`src/rtl/fsm_tx_pkg.sv`:
```
// ---------------------------------------------------------------------------
// fsm_tx_pkg : shared state encoding and default constants for the serial TX
// Revision   : 1.0
// ---------------------------------------------------------------------------
`default_nettype none

package fsm_tx_pkg;

  typedef enum logic [1:0] {
    ST_IDLE  = 2'd0,
    ST_SHIFT = 2'd1,
    ST_GAP   = 2'd2
  } tx_state_e;

  localparam int c_width_def      = 8;
  localparam int c_gap_cycles_def = 1;

  // One counter serves both bit and gap counting, so it must reach WIDTH-1 and 15.
  function automatic int cnt_width(input int width);
    return (width > 16) ? $clog2(width) : 4;
  endfunction

endpackage

`default_nettype wire

```
`src/rtl/fsm_serial_tx_if.sv`:
```
// ---------------------------------------------------------------------------
// fsm_serial_tx_if : word-in / bit-out handshake bundle of the serial TX
// Revision         : 1.0
// ---------------------------------------------------------------------------
`default_nettype none

interface fsm_serial_tx_if
  import fsm_tx_pkg::*;
#(
  parameter int WIDTH = c_width_def
) ();

  logic [WIDTH-1:0] data_in;
  logic             data_valid;
  logic             data_ready;
  logic             dout;
  logic             dout_valid;
  logic             busy;
  logic             done;

  modport master (
    output data_in, data_valid,
    input  data_ready, dout, dout_valid, busy, done
  );

  modport slave (
    input  data_in, data_valid,
    output data_ready, dout, dout_valid, busy, done
  );

endinterface

`default_nettype wire

```
`src/rtl/fsm_tx_counter.sv`:
```
// ---------------------------------------------------------------------------
// fsm_tx_counter : up-counter with clear-load, enable and terminal-count flag
// Revision       : 1.0
// ---------------------------------------------------------------------------
`default_nettype none

module fsm_tx_counter
  import fsm_tx_pkg::*;
#(
  parameter int CNT_W = 4
) (
  input  logic             clk,
  input  logic             rst,
  input  logic             load_i,
  input  logic             en_i,
  input  logic [CNT_W-1:0] last_i,
  output logic             tc_o
);

  logic [CNT_W-1:0] count_q;

  always_ff @(posedge clk or negedge rst) begin
    if (!rst) begin
      count_q <= '0;
    end else if (load_i) begin
      count_q <= '0;
    end else if (en_i) begin
      count_q <= count_q + 1'b1;
    end
  end

  assign tc_o = (count_q == last_i);

endmodule

`default_nettype wire

```
`src/rtl/fsm_serial_tx.sv`:
```
// ---------------------------------------------------------------------------
// fsm_serial_tx : parallel word to MSB-first serial stream with inter-word gap
// Revision      : 1.0
// ---------------------------------------------------------------------------
`default_nettype none

module fsm_serial_tx
  import fsm_tx_pkg::*;
#(
  parameter int WIDTH      = c_width_def,
  parameter int GAP_CYCLES = c_gap_cycles_def
) (
  input  logic               clk,
  input  logic               rst,
  fsm_serial_tx_if.slave     bus
);

  localparam int               CNT_W      = cnt_width(WIDTH);
  localparam logic [CNT_W-1:0] c_bit_last = CNT_W'(WIDTH - 1);
  localparam logic [CNT_W-1:0] c_gap_last = (GAP_CYCLES > 0) ? CNT_W'(GAP_CYCLES - 1) : '0;

  tx_state_e        state_q, state_d;
  logic [WIDTH-1:0] shreg_q, shreg_d;
  logic             cnt_load;
  logic             cnt_en;
  logic             cnt_tc;
  logic [CNT_W-1:0] cnt_last;

  always_ff @(posedge clk or negedge rst) begin
    if (!rst) begin
      state_q <= ST_IDLE;
      shreg_q <= '0;
    end else begin
      state_q <= state_d;
      shreg_q <= shreg_d;
    end
  end

  assign cnt_last = (state_q == ST_GAP) ? c_gap_last : c_bit_last;

  always_comb begin
    state_d  = state_q;
    shreg_d  = shreg_q;
    cnt_load = 1'b0;
    cnt_en   = 1'b0;
    unique case (state_q)
      ST_IDLE: begin
        if (bus.data_valid) begin
          state_d  = ST_SHIFT;
          shreg_d  = bus.data_in;
          cnt_load = 1'b1;
        end
      end
      ST_SHIFT: begin
        cnt_en  = 1'b1;
        shreg_d = shreg_q << 1;
        if (cnt_tc) begin
          cnt_load = 1'b1;
          shreg_d  = '0;
          state_d  = (GAP_CYCLES > 0) ? ST_GAP : ST_IDLE;
        end
      end
      ST_GAP: begin
        cnt_en = 1'b1;
        if (cnt_tc) begin
          cnt_load = 1'b1;
          state_d  = ST_IDLE;
        end
      end
      default: state_d = ST_IDLE;
    endcase
  end

  fsm_tx_counter #(
    .CNT_W (CNT_W)
  ) u_counter (
    .clk    (clk),
    .rst    (rst),
    .load_i (cnt_load),
    .en_i   (cnt_en),
    .last_i (cnt_last),
    .tc_o   (cnt_tc)
  );

  // Outputs decode registered state only, so inputs never reach them combinationally.
  assign bus.data_ready = (state_q == ST_IDLE);
  assign bus.dout_valid = (state_q == ST_SHIFT);
  assign bus.dout       = (state_q == ST_SHIFT) & shreg_q[WIDTH-1];
  assign bus.busy       = (state_q != ST_IDLE);
  assign bus.done       = (state_q == ST_SHIFT) & cnt_tc;

endmodule

`default_nettype wire
```
`src/flat_wrapper.sv`:
```
// flat-port wrapper written by rule: the top's interface ports become plain ports
module fsm_serial_tx_flat import fsm_tx_pkg::*;
#(
  parameter int WIDTH      = c_width_def,
  parameter int GAP_CYCLES = c_gap_cycles_def
)
  (clk, rst, bus_data_in, bus_data_valid, bus_data_ready, bus_dout, bus_dout_valid, bus_busy, bus_done);
  fsm_serial_tx_if #(.WIDTH(WIDTH)) bus_i ();
  input  logic clk;
  input  logic rst;
  input wire logic [$bits(bus_i.data_in)-1:0] bus_data_in;
  input wire logic [$bits(bus_i.data_valid)-1:0] bus_data_valid;
  output wire logic [$bits(bus_i.data_ready)-1:0] bus_data_ready;
  output wire logic [$bits(bus_i.dout)-1:0] bus_dout;
  output wire logic [$bits(bus_i.dout_valid)-1:0] bus_dout_valid;
  output wire logic [$bits(bus_i.busy)-1:0] bus_busy;
  output wire logic [$bits(bus_i.done)-1:0] bus_done;
  assign bus_i.data_in = bus_data_in;
  assign bus_i.data_valid = bus_data_valid;
  assign bus_data_ready = bus_i.data_ready;
  assign bus_dout = bus_i.dout;
  assign bus_dout_valid = bus_i.dout_valid;
  assign bus_busy = bus_i.busy;
  assign bus_done = bus_i.done;
  fsm_serial_tx #(.WIDTH(WIDTH), .GAP_CYCLES(GAP_CYCLES)) u_core (.clk(clk), .rst(rst), .bus(bus_i));
endmodule
```
`config.mk`:
```
export PLATFORM = sky130hd
export DESIGN_NAME = fsm_serial_tx_flat
export DESIGN_NICKNAME = d
export VERILOG_FILES = /design/src/rtl/fsm_tx_pkg.sv /design/src/rtl/fsm_serial_tx_if.sv /design/src/rtl/fsm_tx_counter.sv /design/src/rtl/fsm_serial_tx.sv /design/src/flat_wrapper.sv
export SDC_FILE = /design/constraint.sdc
export NUM_CORES = 1
export LEC_CHECK = 0
export ABC_AREA = 1
export CORE_MARGIN = 10
export CORE_UTILIZATION = 49
export DETAILED_ROUTE_END_ITERATION = 8
export GPL_TIMING_DRIVEN = 0
export HOLD_SLACK_MARGIN = 0.05
export PLACE_DENSITY_LB_ADDON = 0.15
export RECOVER_POWER = 25
export SLEW_MARGIN = 20
export SYNTH_ARGS = -nofsm -noshare
export SYNTH_HDL_FRONTEND = slang
export SYNTH_SLANG_ARGS = --single-unit
```
`constraint.sdc`:
```
create_clock -name clk -period 2 [get_ports clk]
set_clock_uncertainty 0.2 [all_clocks]
set_input_delay 0.2 -clock clk [delete_from_list [all_inputs] [get_ports clk]]
set_output_delay 0.2 -clock clk [all_outputs]
set_load 0.02 [all_outputs]
```
==> results of run 1 <==
-- metrics by stage --
stage,setup slack [ns],hold slack (ns),util,power [mW]
after floorplan,0.137,-0.296,-,1.22
after global routing,-0.0402,0.200,0.713,1.96
after CTS,-0.0446,0.126,0.655,1.63
after detailed placement,-0.215,0.291,0.644,1.49
after global placement,-0.207,0.264,0.644,1.46
final,0.0463,0.166,0.713,1.77
-- flip-flops by register name, summed over array words and instances, names as in the netlist --
register / count
u_core.state_q: 2
u_core.shreg_q: 8
u_core.u_counter.count_q: 4
-- worst max-delay path by stage --
stage | to | startpoint | slack, ns | depth (start not counted)
after global routing | bus_done | u_core.state_q[0] | -0.04 | 9
after floorplan | bus_done | u_core.state_q[1] | 0.14 | 6
final | bus_done | u_core.state_q[0] | 0.05 | 9
after detailed placement | bus_done | u_core.state_q[0] | -0.22 | 9
after global placement | bus_done | u_core.state_q[1] | -0.21 | 7
after CTS | bus_done | u_core.state_q[0] | -0.04 | 9
-- where the power goes --
part | switching [mW] | internal (mW)
Sequential | 0.115 | 0.421
Combinational | 0.612 | 0.462
Clock | 0.0884 | 0.0699
Total | 0.816 | 0.952
-- synth_stat cells, drive strengths merged (2+ instances only) --
cell type and n:
a21oi 18, buf 2, dfrtp 14, ha 7
inv 12, nand2 18, nand3 12, nor2 11
xnor2 2
-- placed cells by master, fill, tap and decap left out, types with 2 or more instances in the layout --
cell type | Yosys | routed
nand3_1 | 12 | 12
dfrtp_1 | 14 | 13
ha_4 | 0 | 2
clkbuf_4 | 0 | 3
dlygate4sd2_1 | 0 | 3
nand2_2 | 2 | 2
inv_4 | 2 | 3
buf_4 | 0 | 7
ha_1 | 7 | 4
xnor2_1 | 2 | 2
buf_6 | 1 | 2
nor2_1 | 11 | 10
nand2_1 | 15 | 15
a21oi_1 | 18 | 18
clkdlybuf4s50_1 | 0 | 9
inv_2 | 0 | 2
inv_1 | 10 | 7
-- per-layer routing --
metal / track usage / share of wire
met5: 0 / 0
met4: 0.0586 / 0.024
met3: 0.0412 / 0.064
met2: 0.166 / 0.46
met1: 0.145 / 0.45
-- what timing repair did --
| action | 4_1_cts | 5_1_grt |
|---|---|---|
| setup endpoints to repair | 5 | 3 |
| buffers inserted | 0 | 6 |
| pin swaps | 0 | 2 |
| gates resized for setup | 12 | 13 |
-- cell type report --
class	count	area share
buffer	2	0.0169
tap	16	0.0180
inverter	12	0.0473
clock buffer	3	0.0203
sequential	14	0.316
multi-input combinational	72	0.408
timing repair buffer	21	0.173
-- kinds of logic (layout without fill, tap and decap cells) --
kind of cell / count (synthesis) / in the layout / synth area share
adders and majority gates: 7 / 7 / 0.105
muxes: 1 / 1 / 0.0120
AOI/OAI and AO/OA: 19 / 19 / 0.127
DFF: 14 / 14 / 0.420
xor gates and xnor gates: 3 / 3 / 0.0315
buffers and inverters: 14 / 38 / 0.0795
and+or+nand+nor: 42 / 42 / 0.225
-- worst max-delay path: cells and delay by family, from the launching register on --
family	cells	cell delay [ns]
fa+ha+maj	1	0.13
buf+inv	3	0.26
flops	1	0.47
simple gates	5	0.40
==> summary.md, run 1 <==
| Metric | Value |
|---|---|
| Status | completed |
| Total GRT Usage | 0.114 |
| Post-synth top flop | dfrtp_1 |
| Min-delay worst type | input port to asynchronous set/reset pin |
| GRT overflow | 0 |
| Clock slew at reported path FFs | 0.08 ns |
| Synth warn | 0 |
| Design Area, Final | 0.00111 mm² |
| CTS tree | yes |
| Pleak | 0.522 nW |
| # fillers | 125 |
| Die Ht | ~61 µm |
| Final wirelength | 1890 µm |
| Area share of the largest cell type after synthesis | 0.420 |
| Crit-path max FO | 5 |
| Count of cell types in the netlist | 17 |
| Netlist Area Pre-Place | 835 µm² |
| Full die area | 0.00375 mm² |
| Initial DRC count | 15 |
| Synth top area cells | dfrtp_1 (42%), a21oi_1 (11%), ha_1 (10%), nand3_1 (7.2%), nand2_1 (6.7%) |
| Fin crit share | 0.977 |
| GPL Wtd Cong | roughly 0.74 |
| Worst-case clock buffer depth | 2 |
| RSZ-0062 raised after global routing | yes |
| CP Cell Sequence | inv_4 > ha_4 > inv_2 > nor2_1 > nand2_1 > nand2_2 > nand2_4 > nor2_4 > buf_6 |
| Multi-input logic area | 453 µm² |
| IO buf count | 15 |
| CTS Hold Buffers Added | 0 |
| # clock sinks | 14 |
| Syn_nets | 118 |
| FFs w/ async S/R, synth | 1.00 |
| Max-cap violations | 0 |
| Synth Register Bits | 14 |
| Wire per inst | 13.5 µm |
| First-pass DRT Iterations | 5 |
| Pwr/cell area | around 1600 mW/mm² |
| Critical path arrival | 1.55 ns |
| DRC viols | 0 |
| CP Launch Type | register |
| VDD IR max | 1.49 mV |
| Mapped Cells | 100 |
| Max H-tree Level | 1 |
| Worst-Skew Late Latency | 0.28 ns |
| Root buffer cell | clkbuf_4 |
| Worst Reg-to-Reg Cells | 8 |
| Post-DP Area | 0.00100 mm² |
| First-pass GRT wire length | 3210 µm |
| Setup crit end kind | output pin |
| Area leader, netlist | dfrtp_1 |
| Sequential cell area | 352 µm² |
| Layout Nets | 144 |
| Total CTS buffers | 3 |
| Sequential area share after synthesis | 0.420 |
| Least-Margin Pin Slew | 0.623 ns |
| Avg Synthesized Cell Area | ~8.3 µm² |
| Final Setup Violations | 0 |
| Slowest stage cell, crit path | dfrtp_2 |
| DP Wirelength | approximately 1300 µm |
| Final min period | 1.95 ns |
| Placed Instances | 131 |
| Ant diodes | 0 |
| Via density | 5.23 |
| Max-slew headroom | 0.583 |
| DR vias | 732 |
| Die X | roughly 61 µm |
| Fmax | roughly 510 MHz |
| Share of cells above drive strength 1 | 0.218 |
| FP Rows | 14 |
| P&R area growth vs syn | 33.1% |
| Initial core utilization | 0.535 |
| Setup TNS | 0 ns |
| Required time of the critical path | 1.60 ns |
| IO Pins | 16 |
| Initial antenna violation count | 0 |
| Hold Vio Cnt, Final | 0 |
| Largest stage delay on the critical path | 0.47 ns |
| CP Class | register to output pin |
| Final std cells w/o fill | 140 |
| Post-synth EDFFs | 0 |
| FF-to-FF End | u_core.shreg_q[3] |
| Final ANT Viol Nets | 0 |
| RR Startpoint | u_core.state_q[1] |
| Final Max Slew Viols | 0 |
| Largest net degree at the start of global routing | 15 |
| Vias in the first global route | 717 |
| Flop2flop setup slack | ~0.21 ns |
| CORE AREA | 0.00156 mm² |
Power figures use the tool's default switching activity.
==> inputs of run 2 (changes only) <==
- CORE_UTILIZATION: 49 -> 35
==> run 2 against run 1 <==
  * Wire length increased by 0.48%
  * Non-clock buffer count increased by 8
  * Core utilization decreased by 19 points
  * Power increased by 3.7%
  * First-iteration DRC count increased by 93%
  * Worst hold slack improved by 0.020 ns
  * Cell count increased by 14%
  * Maximum frequency decreased by 1.8%
  * Clock-buffer cell count unchanged
  * Die area increased by 26%
  * Combinational power increased by 7%
  * Highest routed layer unchanged
==> summary.md, run 2 (synthesis results as in run 1) <==
| Metric | Value |
|---|---|
| FP Rows | 17 (+3) |
| Slowest stage cell, crit path | dfrtp_2 |
| Largest net degree at the start of global routing | 15 (unchanged) |
| Initial antenna violation count | 0 (unchanged) |
| Root buffer cell | clkbuf_4 |
| Final wirelength | 1900 µm (+0.48%) |
| Design Area, Final | 0.00117 mm² (+5.7%) |
| GPL Wtd Cong | 0.773 (+3.9%) |
| GRT overflow | 0 (unchanged) |
| Largest Register | u_core.shreg_q |
| Pleak | 0.556 nW (+6.4%) |
| Fmax | 502 MHz (-1.8%) |
| RSZ-0062 raised after global routing | yes |
| Layout Nets | 152 (+5.6%) |
| CORE AREA | 0.00223 mm² (+43%) |
| Min-delay worst type | input port to asynchronous set/reset pin |
| Setup crit end kind | output pin |
| CTS tree | yes |
| Setup TNS | 0 ns (unchanged) |
| Share of cells above drive strength 1 | 0.273 (+0.0550) |
| Final Setup Violations | 0 (unchanged) |
| Final Max Slew Viols | 0 (unchanged) |
| Die X | 68.8 µm (+12%) |
| CP Cell Sequence | inv_2 > ha_4 > inv_2 > nor2_2 > nand2_1 > nand2_2 > nand2_4 > nor2_1 > buf_4 |
| DR vias | 765 (+4.5%) |
| Pwr/cell area | 1560 mW/mm² (-1.9%) |
| CTS Hold Buffers Added | 0 (unchanged) |
| Status | completed |
| Max-cap violations | 0 (unchanged) |
| Largest stage delay on the critical path | 0.44 ns (-0.03 ns) |
| Initial DRC count | 29 (+14) |
| First-pass GRT wire length | 2910 µm (-9.3%) |
| Largest register FFs | 8 (unchanged) |
| Commonest non-fill, non-tap cell in the layout | a21oi_1 |
| # fillers | 209 (+67%) |
| Ant diodes | 0 (unchanged) |
| Required time of the critical path | 1.60 ns (about the same) |
| Critical path arrival | 1.59 ns (+0.04 ns) |
| Max-slew headroom | 0.561 (-0.0226) |
| Total Power | 1.83 mW (+3.7%) |
| Least-Margin Pin Slew | 0.657 ns (+0.0337 ns) |
| Post-DP Area | 0.00102 mm² (+1.5%) |
| Biggest regs | u_core.shreg_q x8, u_core.u_counter.count_q x4, u_core.state_q x2 |
| Crit-path max FO | 5 (unchanged) |
| IO Pins | 16 (unchanged) |
| Die Ht | 68.8 µm (+12%) |
| # clock sinks | 14 (unchanged) |
| Vias in the first global route | 632 (-12%) |
| Final min period | 1.99 ns (+0.0368 ns) |
| Hold Vio Cnt, Final | 0 (unchanged) |
| Worst-Skew Late Latency | 0.28 ns (about the same) |
| Final ANT Viol Nets | 0 (unchanged) |
| Most frequent cells in the layout | a21oi_1 (18), nand2_1 (15), buf_4 (15), nand3_1 (12), dfrtp_1 (12) |
| Total GRT Usage | 0.0796 (-0.0345) |
| Fin crit share | 0.995 (+0.0184) |
| Clock slew at reported path FFs | 0.08 ns (about the same) |
| Crit path top cell by count | inv_2 |
| Worst-case clock buffer depth | 2 (unchanged) |
| DRC viols | 0 (unchanged) |
| Max H-tree Level | 1 (unchanged) |
| CP Launch Type | register |
| Initial core utilization | 0.374 (-0.162) |
| CP Class | register to output pin |
| Via density | 4.78 (-8.6%) |
| Total CTS buffers | 3 (unchanged) |
| DP Wirelength | 1330 µm (+3.0%) |
| IO buf count | 15 (unchanged) |
| Wire per inst | 11.9 µm (-12%) |
| First-pass DRT Iterations | 4 (-1) |
| P&R area growth vs syn | 40.8% |
| VDD IR max | 0.978 mV (-34%) |
| Full die area | 0.00474 mm² (+26%) |
==> run 2: per-stage QoR <==
stage               hold WS [ns]  std cells   util  setup WS [ns]
finish                     0.186        160  0.526        0.00954
global route               0.226        160  0.526        -0.0971
CTS                        0.130        146  0.464        -0.0262
detailed placement         0.269        143  0.457         -0.218
global placement           0.268        143  0.457         -0.218
floorplan                 -0.296        100      -          0.137
==> run 2: cell type report <==
type	instances	area [µm²]	area share
multi-input combinational	72	443	0.377
sequential	14	353	0.300
timing repair buffer	29	253	0.215
inverter	12	50.0	0.0426
tap	28	35.0	0.0298
clock buffer	3	22.5	0.0192
buffer	2	18.8	0.0160
==> run 2: routing by layer <==
layer  global-route usage  up-vias  routed length [µm]
met1                0.110      356                 937
met2                0.112       13                 860
met3               0.0258        2                  90
met4               0.0296        0                  14
met5                    0        -                   0
li1                     -      394                   -
==> run 2: timing repair <==
action | 4_1_cts | 5_1_grt
gates resized for setup | 12 | 12
buffers inserted | 0 | 14
pin swaps | 0 | 6
endpoints found under the setup margin | 5 | 3
==> run 2: final timing paths <==
| path | from | endpoint | slack, ns | depth (start not counted) |
|---|---|---|---|---|
| max reg2reg | u_core.state_q[0] | u_core.shreg_q[5] | 0.11 | 12 |
| min in group clk | bus_data_in[0] | u_core.shreg_q[0] | 0.28 | 3 |
| max in group asynchronous | rst | u_core.state_q[1] | 0.95 | 1 |
| max | u_core.state_q[0] | bus_done | 0.01 | 9 |
| min reg2reg | u_core.shreg_q[0] | u_core.shreg_q[0] | 0.30 | 2 |
| min | rst | u_core.shreg_q[7] | 0.19 | 1 |
==> run 2: report_power, final <==
part | internal, mW | switching (mW)
clock | 0.0698 | 0.0904
sequential | 0.422 | 0.0995
combinational | 0.526 | 0.626
==> run 2: critical path, delay by kind of cell (launching register included) <==
kind	cells	cell delay (ns)
simple gates	5	0.45
fa+ha+maj	1	0.15
buf+inv	3	0.29
flops	1	0.44
==> inputs of run 3 (changes only) <==
- PLACE_DENSITY_LB_ADDON: 0.15 -> unset
==> run 3 against run 2 <==
  * Critical path depth is the same
  * First-iteration DRC count down 62%
  * Worst setup slack improved by 0.024 ns
  * Power fell by 4.3%
  * Sequential power decreased by 1%
  * Sequential share of layout area rose by 1.1 points
  * Combinational power down 6%
  * Non-clock buffer count is 5 lower
==> summary.md, run 3 (synthesis results as in run 1) <==
| Metric | Value |
|---|---|
| Largest net degree at the start of global routing | 15 (unchanged) |
| Initial core utilization | 0.374 (unchanged) |
| # clock sinks | 14 (unchanged) |
| Worst-Skew Late Latency | 0.28 ns (about the same) |
| Final wirelength | 1870 µm (-1.8%) |
| Hold WS | 0.187 ns (+0.00163 ns) |
| Die Ht | 68.8 µm (unchanged) |
| Fin util | 0.506 (-0.0196) |
| Vias in the first global route | 686 (+8.5%) |
| Largest stage delay on the critical path | 0.44 ns (about the same) |
| GRT overflow | 0 (unchanged) |
| Most frequent cells in the layout | a21oi_1 (18), nand2_1 (15), dfrtp_1 (13), nand3_1 (12) |
| CTS Hold Buffers Added | 0 (unchanged) |
| Pwr/cell area | 1550 mW/mm² (-0.55%) |
| Status | completed |
| P&R area growth vs syn | 35.5% |
| CP Class | register to output pin |
| Least-Margin Pin Slew | 0.665 ns (+0.00866 ns) |
| CTS tree | yes |
| Pleak | 0.533 nW (-4.1%) |
| Max-cap violations | 0 (unchanged) |
| Ant diodes | 0 (unchanged) |
| IO buf count | 15 (unchanged) |
| # fillers | 222 (+6.2%) |
| Root buffer cell | clkbuf_4 |
| Final std cells w/o fill | 155 (-3.1%) |
| First-pass GRT wire length | 3040 µm (+4.3%) |
| Worst-case clock buffer depth | 2 (unchanged) |
| GRT met3 Usage | 0.0274 (+0.00161) |
| Crit-path max FO | 8 (+3) |
| First-pass DRT Iterations | 3 (-1) |
| CORE AREA | 0.00223 mm² (unchanged) |
| VDD IR max | 0.928 mV (-5.1%) |
| Final Setup Violations | 0 (unchanged) |
| M1 GR Usage | 0.110 (-0.000205) |
| Met2 GRT Util | 0.115 (+0.00346) |
| Final min period | 1.97 ns (-0.0237 ns) |
| Full die area | 0.00474 mm² (unchanged) |
| CP top delay family | flip-flops |
| Final Max Slew Viols | 0 (unchanged) |
| Total GRT Usage | 0.0838 (+0.00420) |
| DR vias | 721 (-5.8%) |
| GPL Wtd Cong | 0.765 (-1.0%) |
| Max H-tree Level | 1 (unchanged) |
| Initial DRC count | 11 (-62%) |
| Slowest stage cell, crit path | dfrtp_2 |
| Biggest regs | u_core.shreg_q x8, u_core.u_counter.count_q x4, u_core.state_q x2 |
| Placed Instances | 143 (unchanged) |
| Largest register FFs | 8 (unchanged) |
| Clock slew at reported path FFs | 0.09 ns (about the same) |
| Die X | 68.8 µm (unchanged) |
| FP Rows | 17 (unchanged) |
| Fmax | 508 MHz (+1.2%) |
| CP Launch Type | register |
| Share of cells above drive strength 1 | 0.236 (-0.0365) |
| WP buf/inv | 3 (unchanged) |
| Hold Vio Cnt, Final | 0 (unchanged) |
| GRT busiest layer | met2 |
| Final ANT Viol Nets | 0 (unchanged) |
| Max-slew headroom | 0.555 (-0.00579) |
| Total CTS buffers | 3 (unchanged) |
| DP Wirelength | 1320 µm (-0.52%) |
| Commonest non-fill, non-tap cell in the layout | a21oi_1 |
| DRC viols | 0 (unchanged) |
| Setup crit end kind | output pin |
| Required time of the critical path | 1.60 ns (about the same) |
| Wire per inst | 12.1 µm (+1.4%) |
| CP Cell Sequence | inv_2 > ha_4 > inv_1 > nor2_1 > nand2_1 > nand2_2 > nand2_4 > nor2_4 > buf_6 |
| Setup TNS | 0 ns (unchanged) |
| Largest Register | u_core.shreg_q |
| Via density | 4.65 (-2.7%) |
| RSZ-0062 raised after global routing | yes |
| IO Pins | 16 (unchanged) |
| Fin crit share | 0.983 (-0.0119) |
| Critical path arrival | 1.57 ns (-0.02 ns) |
| Min-delay worst type | input port to asynchronous set/reset pin |
| Initial antenna violation count | 0 (unchanged) |
| Layout Nets | 147 (-3.3%) |
run 3: cell count changes in the layout (fill, tap and decap cells not counted), sizes merged:
cell / previous run / this run
buf: 17 / 12
clkbuf: 3 / 4
clkdlybuf4s15: 1 / 0
run 3: report_power, final:
part / internal, mW / switching (mW) / leakage, nW
clock network: 0.0698 / 0.0915 / 0.0138
logic: 0.467 / 0.613 / 0.352
registers: 0.420 / 0.0940 / 0.167
run 3: worst paths after layout:
path,start,end,slack [ns],cells after the start
max,u_core.state_q[0],bus_done,0.03,9
min,rst,u_core.u_counter.count_q[0],0.19,1
max in group asynchronous,rst,u_core.state_q[0],0.95,1
max reg2reg,u_core.state_q[1],u_core.shreg_q[1],0.14,8
min reg2reg,u_core.shreg_q[0],u_core.shreg_q[0],0.29,2
min in group clk,bus_data_in[0],u_core.shreg_q[0],0.28,3
run 3: area by class of cell:
type	count	area, µm²	area share
multi-input combinational	72	443	0.392
sequential	14	352	0.311
clock buffer	3	22.5	0.0199
buffer	1	11.3	0.00996
inverter	12	50.0	0.0442
timing repair buffer	25	218	0.192
tap	28	35.0	0.0310
run 3: per-stage QoR:
| stage | setup WS (ns) | cell area [µm²] | power, mW |
|---|---|---|---|
| finish | 0.0333 | 1130 | 1.76 |
| global route | -0.0752 | 1130 | 1.93 |
| CTS | -0.0347 | 1040 | 1.63 |
| detailed placement | -0.229 | 1020 | 1.49 |
| global placement | -0.221 | 1020 | 1.48 |
| floorplan | 0.137 | 835 | 1.22 |
run 3: metal layers:
| metal | wire, µm | vias to the layer above |
|---|---|---|
| li1 | - | 381 |
| met1 | 907 | 325 |
| met2 | 842 | 11 |
| met3 | 84 | 4 |
| met4 | 33 | 0 |
| met5 | 0 | - |
run 3: what timing repair did:
action,CTS,global route
endpoints found under the hold margin,0,0
pin swaps,0,3
setup buffers,0,10
endpoints found under the setup margin,5,2
resized for setup,12,9
